==> config.mk <==
export PLATFORM = sky130hd
export DESIGN_NAME = vga_scan_timing_flat
export DESIGN_NICKNAME = d
export VERILOG_FILES = /design/src/rtl/vga_scan_timing_if.sv /design/src/rtl/vga_scan_timing.sv /design/src/flat_wrapper.sv
export SDC_FILE = /design/constraint.sdc
export NUM_CORES = 1
export LEC_CHECK = 0
export ABC_CLOCK_PERIOD_IN_PS = 2600
export CORE_ASPECT_RATIO = 0.8
export CORE_MARGIN = 8
export CORE_UTILIZATION = 44
export DETAILED_ROUTE_END_ITERATION = 8
export PLACE_DENSITY_LB_ADDON = 0.2
export SLEW_MARGIN = 0
export SYNTH_ARGS = -nofsm -noshare
export SYNTH_HDL_FRONTEND = slang
export SYNTH_SLANG_ARGS = --single-unit
export TNS_END_PERCENT = 30
==> constraint.sdc <==
create_clock -name clk_clk -period 2.6 [get_ports clk_clk]
set_clock_uncertainty 0.15 [all_clocks]
set_input_delay 0.52 -clock clk_clk [delete_from_list [all_inputs] [get_ports clk_clk]]
set_output_delay 0.52 -clock clk_clk [all_outputs]
set_load 0.02 [all_outputs]
==> src/rtl/vga_scan_timing_if.sv <==
// Pixel-coordinate / colour-map / VGA-pin bundle for the raster timing generator.
// master = timing generator, slave = colour map plus DAC side.
interface vga_scan_timing_if;
    logic [9:0] draw_x;
    logic [9:0] draw_y;
    logic [7:0] cm_r;
    logic [7:0] cm_g;
    logic [7:0] cm_b;
    logic [7:0] vga_r;
    logic [7:0] vga_g;
    logic [7:0] vga_b;
    logic       vga_hs_n;
    logic       vga_vs_n;
    logic       vga_blank_n;
    logic       vga_sync_n;
    logic       vga_clk;
    logic       pix_en;
    logic       frame_start;

    modport master (
        output draw_x, draw_y,
        input  cm_r, cm_g, cm_b,
        output vga_r, vga_g, vga_b, vga_hs_n, vga_vs_n, vga_blank_n, vga_sync_n,
        output vga_clk, pix_en, frame_start
    );

    modport slave (
        input  draw_x, draw_y,
        output cm_r, cm_g, cm_b,
        input  vga_r, vga_g, vga_b, vga_hs_n, vga_vs_n, vga_blank_n, vga_sync_n,
        input  vga_clk, pix_en, frame_start
    );
endinterface

==> src/rtl/vga_scan_timing.sv <==
// Raster timing generator: pixel divider, h/v counters, colour-map sampling and
// a pixel-tick delay line that keeps sync, blank and colour on one latency.
module vga_scan_timing #(
    parameter int unsigned CLK_DIV     = 2,
    parameter int unsigned H_VIS       = 640,
    parameter int unsigned H_FP        = 16,
    parameter int unsigned H_SYNC      = 96,
    parameter int unsigned H_BP        = 48,
    parameter int unsigned V_VIS       = 480,
    parameter int unsigned V_FP        = 10,
    parameter int unsigned V_SYNC      = 2,
    parameter int unsigned V_BP        = 33,
    parameter int unsigned EXTRA_DELAY = 0
) (
    input logic               clk_clk,
    input logic               reset_reset,
    vga_scan_timing_if.master bus
);
    localparam int unsigned H_TOTAL = H_VIS + H_FP + H_SYNC + H_BP;
    localparam int unsigned V_TOTAL = V_VIS + V_FP + V_SYNC + V_BP;
    localparam int unsigned DIV_W   = $clog2(CLK_DIV);

    localparam logic [DIV_W-1:0] DIV_MAX  = DIV_W'(CLK_DIV - 1);
    localparam logic [DIV_W-1:0] DIV_HALF = DIV_W'(CLK_DIV / 2);
    localparam logic [DIV_W-1:0] DIV_ONE  = DIV_W'(1);

    localparam logic [9:0] H_MAX    = 10'(H_TOTAL - 1);
    localparam logic [9:0] V_MAX    = 10'(V_TOTAL - 1);
    localparam logic [9:0] H_VIS_C  = 10'(H_VIS);
    localparam logic [9:0] V_VIS_C  = 10'(V_VIS);
    localparam logic [9:0] HS_START = 10'(H_VIS + H_FP);
    localparam logic [9:0] HS_END   = 10'(H_VIS + H_FP + H_SYNC);
    localparam logic [9:0] VS_START = 10'(V_VIS + V_FP);
    localparam logic [9:0] VS_END   = 10'(V_VIS + V_FP + V_SYNC);

    // Stage word layout: {rgb[23:0], hs_n, vs_n, blank_n}
    localparam logic [26:0] STAGE_RST = {24'h000000, 1'b1, 1'b1, 1'b0};

    logic [DIV_W-1:0] div_cnt;
    logic [9:0]       h_cnt;
    logic [9:0]       v_cnt;
    logic             pix_en;
    logic             vga_clk_q;
    logic             frame_start_q;
    logic             vis;
    logic             hs0_n;
    logic             vs0_n;
    logic [26:0]      stage0_d;
    logic [26:0]      pipe [EXTRA_DELAY+1];

    assign pix_en   = (div_cnt == DIV_MAX) && !reset_reset;
    assign vis      = (h_cnt < H_VIS_C) && (v_cnt < V_VIS_C);
    assign hs0_n    = !((h_cnt >= HS_START) && (h_cnt < HS_END));
    assign vs0_n    = !((v_cnt >= VS_START) && (v_cnt < VS_END));
    // cm_* is don't-care outside the visible area, so mask it before capture
    assign stage0_d = {vis ? {bus.cm_r, bus.cm_g, bus.cm_b} : 24'h000000, hs0_n, vs0_n, vis};

    always_ff @(posedge clk_clk) begin
        if (reset_reset) begin
            div_cnt       <= '0;
            h_cnt         <= '0;
            v_cnt         <= '0;
            vga_clk_q     <= 1'b0;
            frame_start_q <= 1'b0;
            for (int i = 0; i <= int'(EXTRA_DELAY); i++) begin
                pipe[i] <= STAGE_RST;
            end
        end else begin
            div_cnt       <= pix_en ? '0 : div_cnt + DIV_ONE;
            vga_clk_q     <= (div_cnt >= DIV_HALF);
            frame_start_q <= pix_en && (h_cnt == H_MAX) && (v_cnt == V_MAX);
            if (pix_en) begin
                if (h_cnt == H_MAX) begin
                    h_cnt <= '0;
                    v_cnt <= (v_cnt == V_MAX) ? 10'd0 : v_cnt + 10'd1;
                end else begin
                    h_cnt <= h_cnt + 10'd1;
                end
                pipe[0] <= stage0_d;
                for (int i = 1; i <= int'(EXTRA_DELAY); i++) begin
                    pipe[i] <= pipe[i-1];
                end
            end
        end
    end

    assign bus.draw_x      = h_cnt;
    assign bus.draw_y      = v_cnt;
    assign bus.vga_r       = pipe[EXTRA_DELAY][26:19];
    assign bus.vga_g       = pipe[EXTRA_DELAY][18:11];
    assign bus.vga_b       = pipe[EXTRA_DELAY][10:3];
    assign bus.vga_hs_n    = pipe[EXTRA_DELAY][2];
    assign bus.vga_vs_n    = pipe[EXTRA_DELAY][1];
    assign bus.vga_blank_n = pipe[EXTRA_DELAY][0];
    assign bus.vga_sync_n  = 1'b0;
    assign bus.vga_clk     = vga_clk_q;
    assign bus.pix_en      = pix_en;
    assign bus.frame_start = frame_start_q;
endmodule

==> src/flat_wrapper.sv <==
// flat-port wrapper written by rule: the top's interface ports become plain ports
module vga_scan_timing_flat 
#(
    parameter int unsigned CLK_DIV     = 2,
    parameter int unsigned H_VIS       = 640,
    parameter int unsigned H_FP        = 16,
    parameter int unsigned H_SYNC      = 96,
    parameter int unsigned H_BP        = 48,
    parameter int unsigned V_VIS       = 480,
    parameter int unsigned V_FP        = 10,
    parameter int unsigned V_SYNC      = 2,
    parameter int unsigned V_BP        = 33,
    parameter int unsigned EXTRA_DELAY = 0
)
  (clk_clk, reset_reset, bus_draw_x, bus_draw_y, bus_cm_r, bus_cm_g, bus_cm_b, bus_vga_r, bus_vga_g, bus_vga_b, bus_vga_hs_n, bus_vga_vs_n, bus_vga_blank_n, bus_vga_sync_n, bus_vga_clk, bus_pix_en, bus_frame_start);
  vga_scan_timing_if bus_i ();
  input logic clk_clk;
  input logic reset_reset;
  output wire logic [$bits(bus_i.draw_x)-1:0] bus_draw_x;
  output wire logic [$bits(bus_i.draw_y)-1:0] bus_draw_y;
  input wire logic [$bits(bus_i.cm_r)-1:0] bus_cm_r;
  input wire logic [$bits(bus_i.cm_g)-1:0] bus_cm_g;
  input wire logic [$bits(bus_i.cm_b)-1:0] bus_cm_b;
  output wire logic [$bits(bus_i.vga_r)-1:0] bus_vga_r;
  output wire logic [$bits(bus_i.vga_g)-1:0] bus_vga_g;
  output wire logic [$bits(bus_i.vga_b)-1:0] bus_vga_b;
  output wire logic [$bits(bus_i.vga_hs_n)-1:0] bus_vga_hs_n;
  output wire logic [$bits(bus_i.vga_vs_n)-1:0] bus_vga_vs_n;
  output wire logic [$bits(bus_i.vga_blank_n)-1:0] bus_vga_blank_n;
  output wire logic [$bits(bus_i.vga_sync_n)-1:0] bus_vga_sync_n;
  output wire logic [$bits(bus_i.vga_clk)-1:0] bus_vga_clk;
  output wire logic [$bits(bus_i.pix_en)-1:0] bus_pix_en;
  output wire logic [$bits(bus_i.frame_start)-1:0] bus_frame_start;
  assign bus_draw_x = bus_i.draw_x;
  assign bus_draw_y = bus_i.draw_y;
  assign bus_i.cm_r = bus_cm_r;
  assign bus_i.cm_g = bus_cm_g;
  assign bus_i.cm_b = bus_cm_b;
  assign bus_vga_r = bus_i.vga_r;
  assign bus_vga_g = bus_i.vga_g;
  assign bus_vga_b = bus_i.vga_b;
  assign bus_vga_hs_n = bus_i.vga_hs_n;
  assign bus_vga_vs_n = bus_i.vga_vs_n;
  assign bus_vga_blank_n = bus_i.vga_blank_n;
  assign bus_vga_sync_n = bus_i.vga_sync_n;
  assign bus_vga_clk = bus_i.vga_clk;
  assign bus_pix_en = bus_i.pix_en;
  assign bus_frame_start = bus_i.frame_start;
  vga_scan_timing #(.CLK_DIV(CLK_DIV), .H_VIS(H_VIS), .H_FP(H_FP), .H_SYNC(H_SYNC), .H_BP(H_BP), .V_VIS(V_VIS), .V_FP(V_FP), .V_SYNC(V_SYNC), .V_BP(V_BP), .EXTRA_DELAY(EXTRA_DELAY)) u_core (.clk_clk(clk_clk), .reset_reset(reset_reset), .bus(bus_i));
endmodule
==> flow_summary.toml <==
[cells_and_area]
drive_above_1_share_pct = 6.642
fin_nets = 300
fill_cells = 383
layout_common_cells = "clkdlybuf4s50_1, edfxtp_1, and2_1"
synthToLayoutAreaGrowth_pct = 44.39
final_common_cell = "clkdlybuf4s50_1"
finish.instance_area_sq_mm = 0.003109
num_antenna_cells = 0

[worst_setup_path]
critPathMaxFanout = 2
crit_type = "in2out"
r2r_start = "u_core.bus.draw_x[0]"
crit_path_start = "reset_reset"
start_kind = "input pin"
cp-end-kind = "output pin"
arrival_ps = 1770
crit_required_ps = 1930

[power_and_ir_drop]
pwr-share-comb_pct = 12.7
p_leak_uw = 0.001120
p_switching_uw = 383.0
p_sw_share_pct = 24.61
power_uw = 1557
internal_power_uw = 1174
seq_power_share_pct = 56.3
p_clk_share_pct = 31.0
irDropWorstVdd_mv = 0.3416
p_per_area_mw_per_mm2 = 500.6

[sta]
timing.final.ws_setup_ps = 155.5
fin_crit_ps = 2445
tightest_slew_ps = 623.4
slew_violations = 0
hold_violations = 0
setup_tns_ps = 0
period_share_pct = 94.02
slew_headroom_pct = 58.44
setup_viol = 0
fmax_mhz = 409.1
rsz0062_at_grt = "false"

[flow_run]
cap_violations = 0

[global_route]
grt_pass1_wl_um = 8100
grt_pass1_vias = 1570
groute.usage.overall_pct = 13.71
grt_max_degree = 28
antenna_found_initial = 0
grt_overflow_total = 0

[cts]
cts_setup_buffers = 0
clock_latency_ps = 310
h-tree-depth = 2
ctsResizeCount = 0
clkSinkCount = 50
path_clk_slew_ps = 100
cts_tree = "yes"
cts_hold_buf = 0
clockRootBuffer = "clkbuf_8"
cts.path.max_buffers = 2
cts-buffers-inserted = 5

[place]
gp_congestion = 0.8413
place_area_sq_mm = 0.003012
dp_hpwl_um = 3894
port_buffers = 75
dp_slack_ps = 19.21

[route]
drt_iter0_drc = 111
post_drt_via_cell_ratio = 5.130
via_count = 1698
drcViolationCount = 0
ant_nets = 0
drt_wl_total_um = 5113
post_drt_wl_per_cell_um = 15.45
dr.pass1.iters = 4

[floorplanning]
fp.dieW_um = 94.22
dieArea_sq_mm = 0.007402
row_count = 22
core_sq_mm = 0.004652
die_h_um = 78.57
ios = 77
initial_utilization_pct = 46.29

[yosys]
synth.distinct_cells = 38
synth.top_cell.area_share_pct = 37.65
yosysSeqAreaShare_pct = 59.04
async_reset_ff_share_pct = 0
synth_edf_count = 27
syn_nets = 218
syn_avg_cell_area_sq_um = 11.45
ys_warn_count = 0
syn_area_sq_mm = 0.002153
synth_area_leaders = "edfxtp_1, dfxtp_1, and2_1"
synth_largest_area_cell = "edfxtp_1"
synth_ff_type = "edfxtp_1"
syn_inst = 188
ys_ff_latch = 50

[run_status]
status = "completed"

[min_path]
hp-start = "u_core.bus.draw_y[9]"
worstHoldPathType = "reg2reg"
==> area by class of cell <==
type | count | area (sq um) | area share [%]
clock buffers | 5 | 68.82 | 2.213
clock inverters | 3 | 28.78 | 0.9256
inverters | 5 | 18.77 | 0.6036
multi-input cells | 126 | 830.8 | 26.72
flip-flops and latches | 50 | 1271 | 40.89
well taps | 60 | 75.07 | 2.414
repair buffers | 82 | 815.8 | 26.24
==> worst paths after layout <==
path / endpoint / slack, ps / depth (start not counted)
setup / recovery: bus_pix_en / 160 / 3
hold / removal: u_core.bus.draw_y[9] / 400 / 2
setup reg to reg: u_core.bus.draw_y[7] / 400 / 5
hold reg to reg: u_core.bus.draw_y[9] / 400 / 2
==> metrics by stage <==
stage          std cells  hold slack [ps]  utilization [%]
2_1_floorplan        188            427.6                -
3_3_place_gp         323            371.8            64.74
3_5_place_dp         323            382.8            64.74
4_1_cts              331            399.7            66.84
5_1_grt              331            434.5            66.84
6_report             331            396.3            66.84
==> flip-flops by register name, indices dropped and copies added, names as in the netlist <==
register                count
u_core.bus.frame_start      1
u_core.bus.draw_y          10
u_core.bus.draw_x          10
u_core.div_cnt              1
u_core.bus.vga_clk          1
u_core.pipe                27
==> power by group through the flow <==
stage	registers, uW	clock network [uW]	logic (uW)
floorplan	939	0	40.0
global placement	895	0	198
detailed placement	896	0	200
CTS	878	489	201
global route	881	530	209
finish	877	482	198
==> cells by family after synthesis <==
| group | Yosys count | synth area share [%] |
|---|---|---|
| simple gates | 95 | 26.96 |
| buf+inv | 12 | 2.382 |
| flops | 50 | 59.04 |
| other cells | 1 | 0.1742 |
| mux | 2 | 0.9297 |
| fa+ha+maj | 4 | 2.324 |
| xor+xnor | 12 | 4.881 |
| compound gates | 12 | 3.313 |
==> per-layer routing <==
layer / global-route usage [%] / part of all wire, % / vias up
met3: 4.563 / 9.8 / 4
li1: - / - / 830
met2: 20.46 / 44 / 62
met5: 0 / 0 / -
met1: 18.55 / 46 / 802
met4: 3.318 / 0.76 / 0
==> critical path, cell delays in order <==
cell,delay (ps)
clkdlybuf4s50_1,460
nor2b_1,170
clkdlybuf4s50_1,620
==> synthesized netlist by cell type, types with 2 or more instances <==
library cell / instances
edfxtp_1: 27
and2_1: 24
dfxtp_1: 23
nor2_1: 18
xor2_1: 10
nand3_1: 9
nand4_1: 6
inv_1: 5
nand2_1: 5
a21oi_1: 4
and3_1: 4
clkbuf_1: 4
ha_1: 4
nand4b_1: 4
nor2b_1: 4
nor3_1: 4
o21ai_0: 4
or3_1: 4
and4b_1: 2
buf_2: 2
mux2i_1: 2
nor4_1: 2
xnor2_1: 2
Power figures use the tool's default switching activity.
